`src/rtl/bless_local_nic.sv`:
```
// Core-to-router network interface for the local port of a BLESS (bufferless) router.
// Queues core packets, injects flits when a router input slot is free, and registers ejected flits.
module bless_local_nic #(
    parameter int X_W       = 3,
    parameter int Y_W       = 3,
    parameter int SEQ_W     = 8,
    parameter int DATA_W    = 32,
    parameter int DEPTH     = 4,
    parameter int STARVE_TH = 16,
    parameter int FLIT_W    = 1 + X_W + Y_W + SEQ_W + DATA_W
) (
    input  logic              clk,
    input  logic              reset,
    input  logic [X_W-1:0]    local_x,
    input  logic [Y_W-1:0]    local_y,
    input  logic              core_req_valid,
    output logic              core_req_ready,
    input  logic [X_W-1:0]    core_req_dst_x,
    input  logic [Y_W-1:0]    core_req_dst_y,
    input  logic [DATA_W-1:0] core_req_data,
    input  logic [3:0]        port_busy,
    output logic [FLIT_W-1:0] inj_flit,
    input  logic [FLIT_W-1:0] ej_flit,
    output logic              ej_valid,
    output logic [SEQ_W-1:0]  ej_seq,
    output logic [DATA_W-1:0] ej_data,
    output logic              starve,
    output logic              dst_err,
    output logic [15:0]       inj_count,
    output logic [15:0]       ej_count
);

    localparam int PTR_W   = $clog2(DEPTH);
    localparam int ENTRY_W = X_W + Y_W + DATA_W;
    localparam int CNT_W   = $clog2(STARVE_TH + 1);
    localparam logic [CNT_W-1:0] STARVE_LIM = CNT_W'(STARVE_TH);

    logic [ENTRY_W-1:0] mem [DEPTH];
    logic [PTR_W:0]     wr_ptr_q, rd_ptr_q;
    logic [SEQ_W-1:0]   seq_q;
    logic [CNT_W-1:0]   starve_cnt_q, starve_cnt_d;
    logic [ENTRY_W-1:0] head;
    logic               empty, full, all_busy, inj_ok, push;

    // Extra pointer bit distinguishes full from empty when the indices match.
    assign empty    = (wr_ptr_q == rd_ptr_q);
    assign full     = (wr_ptr_q[PTR_W] != rd_ptr_q[PTR_W]) &&
                      (wr_ptr_q[PTR_W-1:0] == rd_ptr_q[PTR_W-1:0]);
    assign head     = mem[rd_ptr_q[PTR_W-1:0]];
    assign all_busy = &port_busy;
    assign inj_ok   = !empty && !all_busy;

    assign core_req_ready = !full && !reset;
    assign push           = core_req_valid && core_req_ready;

    always_comb begin
        inj_flit = '0;
        if (inj_ok) begin
            inj_flit = {1'b1, head[ENTRY_W-1:DATA_W], seq_q, head[DATA_W-1:0]};
        end
    end

    always_comb begin
        starve_cnt_d = '0;
        if (!empty && all_busy) begin
            starve_cnt_d = (starve_cnt_q >= STARVE_LIM) ? starve_cnt_q : starve_cnt_q + 1'b1;
        end
    end

    always_ff @(posedge clk) begin
        if (push) begin
            mem[wr_ptr_q[PTR_W-1:0]] <= {core_req_dst_x, core_req_dst_y, core_req_data};
        end
    end

    always_ff @(posedge clk) begin
        if (reset) begin
            wr_ptr_q     <= '0;
            rd_ptr_q     <= '0;
            seq_q        <= '0;
            inj_count    <= '0;
            starve_cnt_q <= '0;
            starve       <= 1'b0;
        end else begin
            if (push) begin
                wr_ptr_q <= wr_ptr_q + 1'b1;
            end
            if (inj_ok) begin
                rd_ptr_q  <= rd_ptr_q + 1'b1;
                seq_q     <= seq_q + 1'b1;
                inj_count <= inj_count + 1'b1;
            end
            starve_cnt_q <= starve_cnt_d;
            starve       <= (starve_cnt_d >= STARVE_LIM);
        end
    end

    logic              ej_v;
    logic [X_W-1:0]    ej_dx;
    logic [Y_W-1:0]    ej_dy;
    logic [SEQ_W-1:0]  ej_sq;
    logic [DATA_W-1:0] ej_dt;

    assign ej_v  = ej_flit[FLIT_W-1];
    assign ej_dx = ej_flit[FLIT_W-2 -: X_W];
    assign ej_dy = ej_flit[FLIT_W-2-X_W -: Y_W];
    assign ej_sq = ej_flit[DATA_W +: SEQ_W];
    assign ej_dt = ej_flit[DATA_W-1:0];

    always_ff @(posedge clk) begin
        if (reset) begin
            ej_valid <= 1'b0;
            ej_seq   <= '0;
            ej_data  <= '0;
            ej_count <= '0;
            dst_err  <= 1'b0;
        end else begin
            ej_valid <= ej_v;
            if (ej_v) begin
                ej_seq   <= ej_sq;
                ej_data  <= ej_dt;
                ej_count <= ej_count + 1'b1;
                if ((ej_dx != local_x) || (ej_dy != local_y)) begin
                    dst_err <= 1'b1;
                end
            end
        end
    end

endmodule
```
`config.mk`:
```
export PLATFORM = sky130hd
export DESIGN_NAME = bless_local_nic
export DESIGN_NICKNAME = d
export VERILOG_FILES = /design/src/rtl/bless_local_nic.sv
export SDC_FILE = /design/constraint.sdc
export NUM_CORES = 1
export LEC_CHECK = 0
export ABC_AREA = 1
export BUFFER_PORTS_ARGS = -buffer_cell sky130_fd_sc_hd__buf_2
export CAP_MARGIN = 20
export CORE_ASPECT_RATIO = 1.2
export CORE_MARGIN = 3
export CORE_UTILIZATION = 55
export CTS_CLUSTER_SIZE = 24
export DETAILED_ROUTE_END_ITERATION = 6
export MAX_ROUTING_LAYER = met4
export PLACE_DENSITY = 0.85
export SLEW_MARGIN = 25
export SYNTH_ARGS = -nofsm -noshare
export SYNTH_HDL_FRONTEND = slang
export SYNTH_SLANG_ARGS = --single-unit
export TNS_END_PERCENT = 10
```
`constraint.sdc`:
```
create_clock -name clk -period 8 [get_ports clk]
set_clock_uncertainty 0.05 [all_clocks]
set_input_delay 0.4 -clock clk [delete_from_list [all_inputs] [get_ports clk]]
set_output_delay 0.4 -clock clk [all_outputs]
set_load 0.05 [all_outputs]
```
==> summary.txt <==
Setup path
  – Req. time, crit path: 7.55 ns
  – CP Capture Type: output pin
  – Largest fanout on the critical path: 77
  – Crit path launch type: flip-flop
  – Worst setup path category: reg2out
  – Crit path arrival time: 3.36 ns

Yosys
  – Gate Count Post-Synth: 1034
  – Post-synthesis cell area: 0.0102 mm^2
  – Top_reg_cell synth: edfxtp_1
  – Area leader, netlist: edfxtp_1
  – Synth unique cells: 34
  – Async SR Flop Fraction: 0%
  – Synthesized Nets: 1142
  – Post-synth EDFFs: 152
  – Syn avg cell area: 9.85 um^2
  – Post-synthesis register bit count: 247
  – Yosys top cell area share: 44.8%
  – Sequential share of the synthesized area: 63.5%
  – Yosys Warn Count: 0
  – Dominant cells by area after synthesis: edfxtp_1, dfxtp_1, nor2_1

Clocking
  – Hold_buf cts: 0
  – Clock root cell: clkbuf_16
  – Post-CTS Repair Setup Buffers: 0
  – Worst-case clock buffer depth: 3
  – Clk_lat worst skew: 0.51 ns
  – Worst-path clk slew: 0.06 ns
  – CTS Sinks: 247
  – Post-cts resize count: 0
  – CTS tree: built
  – TritonCTS buffer count: 24
  – H-tree depth: 1

Timing
  – Slew @ Worst Pin: 1.05 ns
  – Hold_ws: 0.0585 ns
  – Crit share post-route: 47.6%
  – Unrepaired setup endpoints after global routing: no
  – Slew Viols, Final: 0
  – # setup viols final: 0
  – Rel. slew slack: 29.9%
  – Setup TNS: 0 ns
  – Max frequency: 0.262 GHz
  – Tmin final: 3.81 ns
  – Hold Vio Cnt, Final: 0

Final layout
  – Layout overhead on the synthesized area: 20.0%
  – FF/Latch Area: 0.00647 mm^2
  – Nets: 1342
  – Most frequent cells in the layout: nor2_1, buf_2, edfxtp_1, o21ai_0, nand2_1
  – Most common cell after layout, fill and taps aside: nor2_1
  – Footprint of the multi-input gates: 0.00328 mm^2
  – FILL cells: 1280
  – Layout cells sized above 1: 25.6%

Drt
  – Routed WL: 23400 um
  – Avg WL per Cell: 15.9 um
  – Initial DRC Count: 609
  – Via Count: 7868
  – Antenna Nets Post-Route: 0
  – Via density: 5.35
  – DRC: 0
  – Drt pass-1 iters: 5

Global routing
  – Global route overflow: 0
  – Initial antenna violation count: 1
  – Vias in the first global route: 7786
  – Largest net degree at the start of global routing: 78
  – First-pass GRT wire length: 36500 um
  – All-Layer GR Usage: 23.0%

Pwr
  – Sequential Power Share: 35.9%
  – Max IR drop VDD: 0.221 mV
  – Static leakage: 0.00491 uW
  – NetSw: 1630 uW
  – Logic gate share of total power: 34.7%
  – Power share of the clock group: 29.5%
  – Sw Ratio: 39.8%
  – Power Density: 336 mW/mm^2
  – Pint: 2470 uW

Run
  – Max-cap violations: 0

Hold path
  – HP Class: in2reg

Die
  – Io pins: 221
  – CORE AREA: 0.0178 mm^2
  – Row count: 53
  – Chip width: 130 um
  – Die Ht: 155 um
  – Starting density of the core: 57.1%
  – Die footprint: 0.0202 mm^2

Outcome
  – Status: finished, final reports clean

Placed design
  – GP Congestion: 0.841
  – PortBufs: 220
  – DPL Wire Length: 14800 um
-- power groups by stage --
stage | logic (uW) | clock network (uW) | registers, uW
global route | 1530 | 1290 | 1480
CTS | 1430 | 1230 | 1470
detailed placement | 1420 | 0 | 1500
finish | 1420 | 1210 | 1470
floorplan | 1110 | 0 | 1540
global placement | 1400 | 0 | 1500
-- synthesized netlist by cell type (7+ instances only) --
cell,number
o21ai_0,129
nand2_1,101
edfxtp_1,152
xor2_1,18
nor3_1,7
nor2_1,306
buf_2,14
clkbuf_1,26
a21oi_1,38
a21oi_2,30
nand3_1,19
ha_1,10
inv_1,44
dfxtp_1,95
buf_4,7
-- final cells by class --
cell class	instances	share of cell area [%]
diodes	1	0.0205
clock buffers	27	5.18
clock inverters	16	1.80
inverters	48	1.50
multi-input cells	685	26.8
flip-flops and latches	247	52.9
well taps	220	2.25
repair buffers	228	9.50
-- flip-flops by register name (all words and copies together) (netlist names), named ones only --
register	cells
dst_err	1
ej_count	16
ej_data	32
ej_seq	8
ej_valid	1
inj_count	16
mem	152
rd_ptr_q	3
seq_q	8
starve	1
starve_cnt_q	4
wr_ptr_q	3
-- cell families (layout without fill, tap and decap cells) --
| logic type | Yosys count | count (layout) | synth area share (%) |
|---|---|---|---|
| xor gates and xnor gates | 22 | 22 | 1.89 |
| and+or+nand+nor | 451 | 451 | 17.6 |
| AOI/OAI and AO/OA | 202 | 202 | 11.1 |
| other | 0 | 1 | 0 |
| adders and majority gates | 10 | 10 | 1.23 |
| buffers and inverters | 102 | 319 | 4.67 |
| DFF | 247 | 247 | 63.5 |
-- path summary, 6_finish.rpt --
check,from,end,slack [ns],cells after the start
setup / recovery,flip-flop,inj_flit[16],4.19,5
hold / removal,core_req_data[0],mem[2][0],0.06,1
setup reg to reg,wr_ptr_q[1],seq_q[0],5.54,9
hold reg to reg,seq_q[6],seq_q[6],0.44,2
-- per-layer routing --
layer  up-vias  track usage [%]  share of wire (%)
met2       319             40.8                 52
li1       3845                -                  -
met1      3662             26.4                 38
met4         0             6.49                2.1
met5         -                -                  0
met3        42             4.43                7.5
-- through the flow --
| stage | std cells | instance area (um^2) | total power [uW] | util [%] | setup WS, ns |
|---|---|---|---|---|---|
| floorplan | 1034 | 10200 | 2660 | - | 4.96 |
| global placement | 1428 | 11400 | 2890 | 63.7 | 5.16 |
| detailed placement | 1428 | 11400 | 2920 | 63.7 | 5.13 |
| CTS | 1471 | 12200 | 4130 | 68.5 | 4.59 |
| global route | 1472 | 12200 | 4290 | 68.5 | 3.93 |
| finish | 1472 | 12200 | 4100 | 68.5 | 4.19 |
-- critical path, stage by stage, from the launching register on --
cell	delay, ns
dfxtp_2	0.31
buf_4	0.62
clkinv_2	0.93
o21ai_0	0.59
a21oi_2	0.12
buf_2	0.26
(Power assumes the default switching activity.)
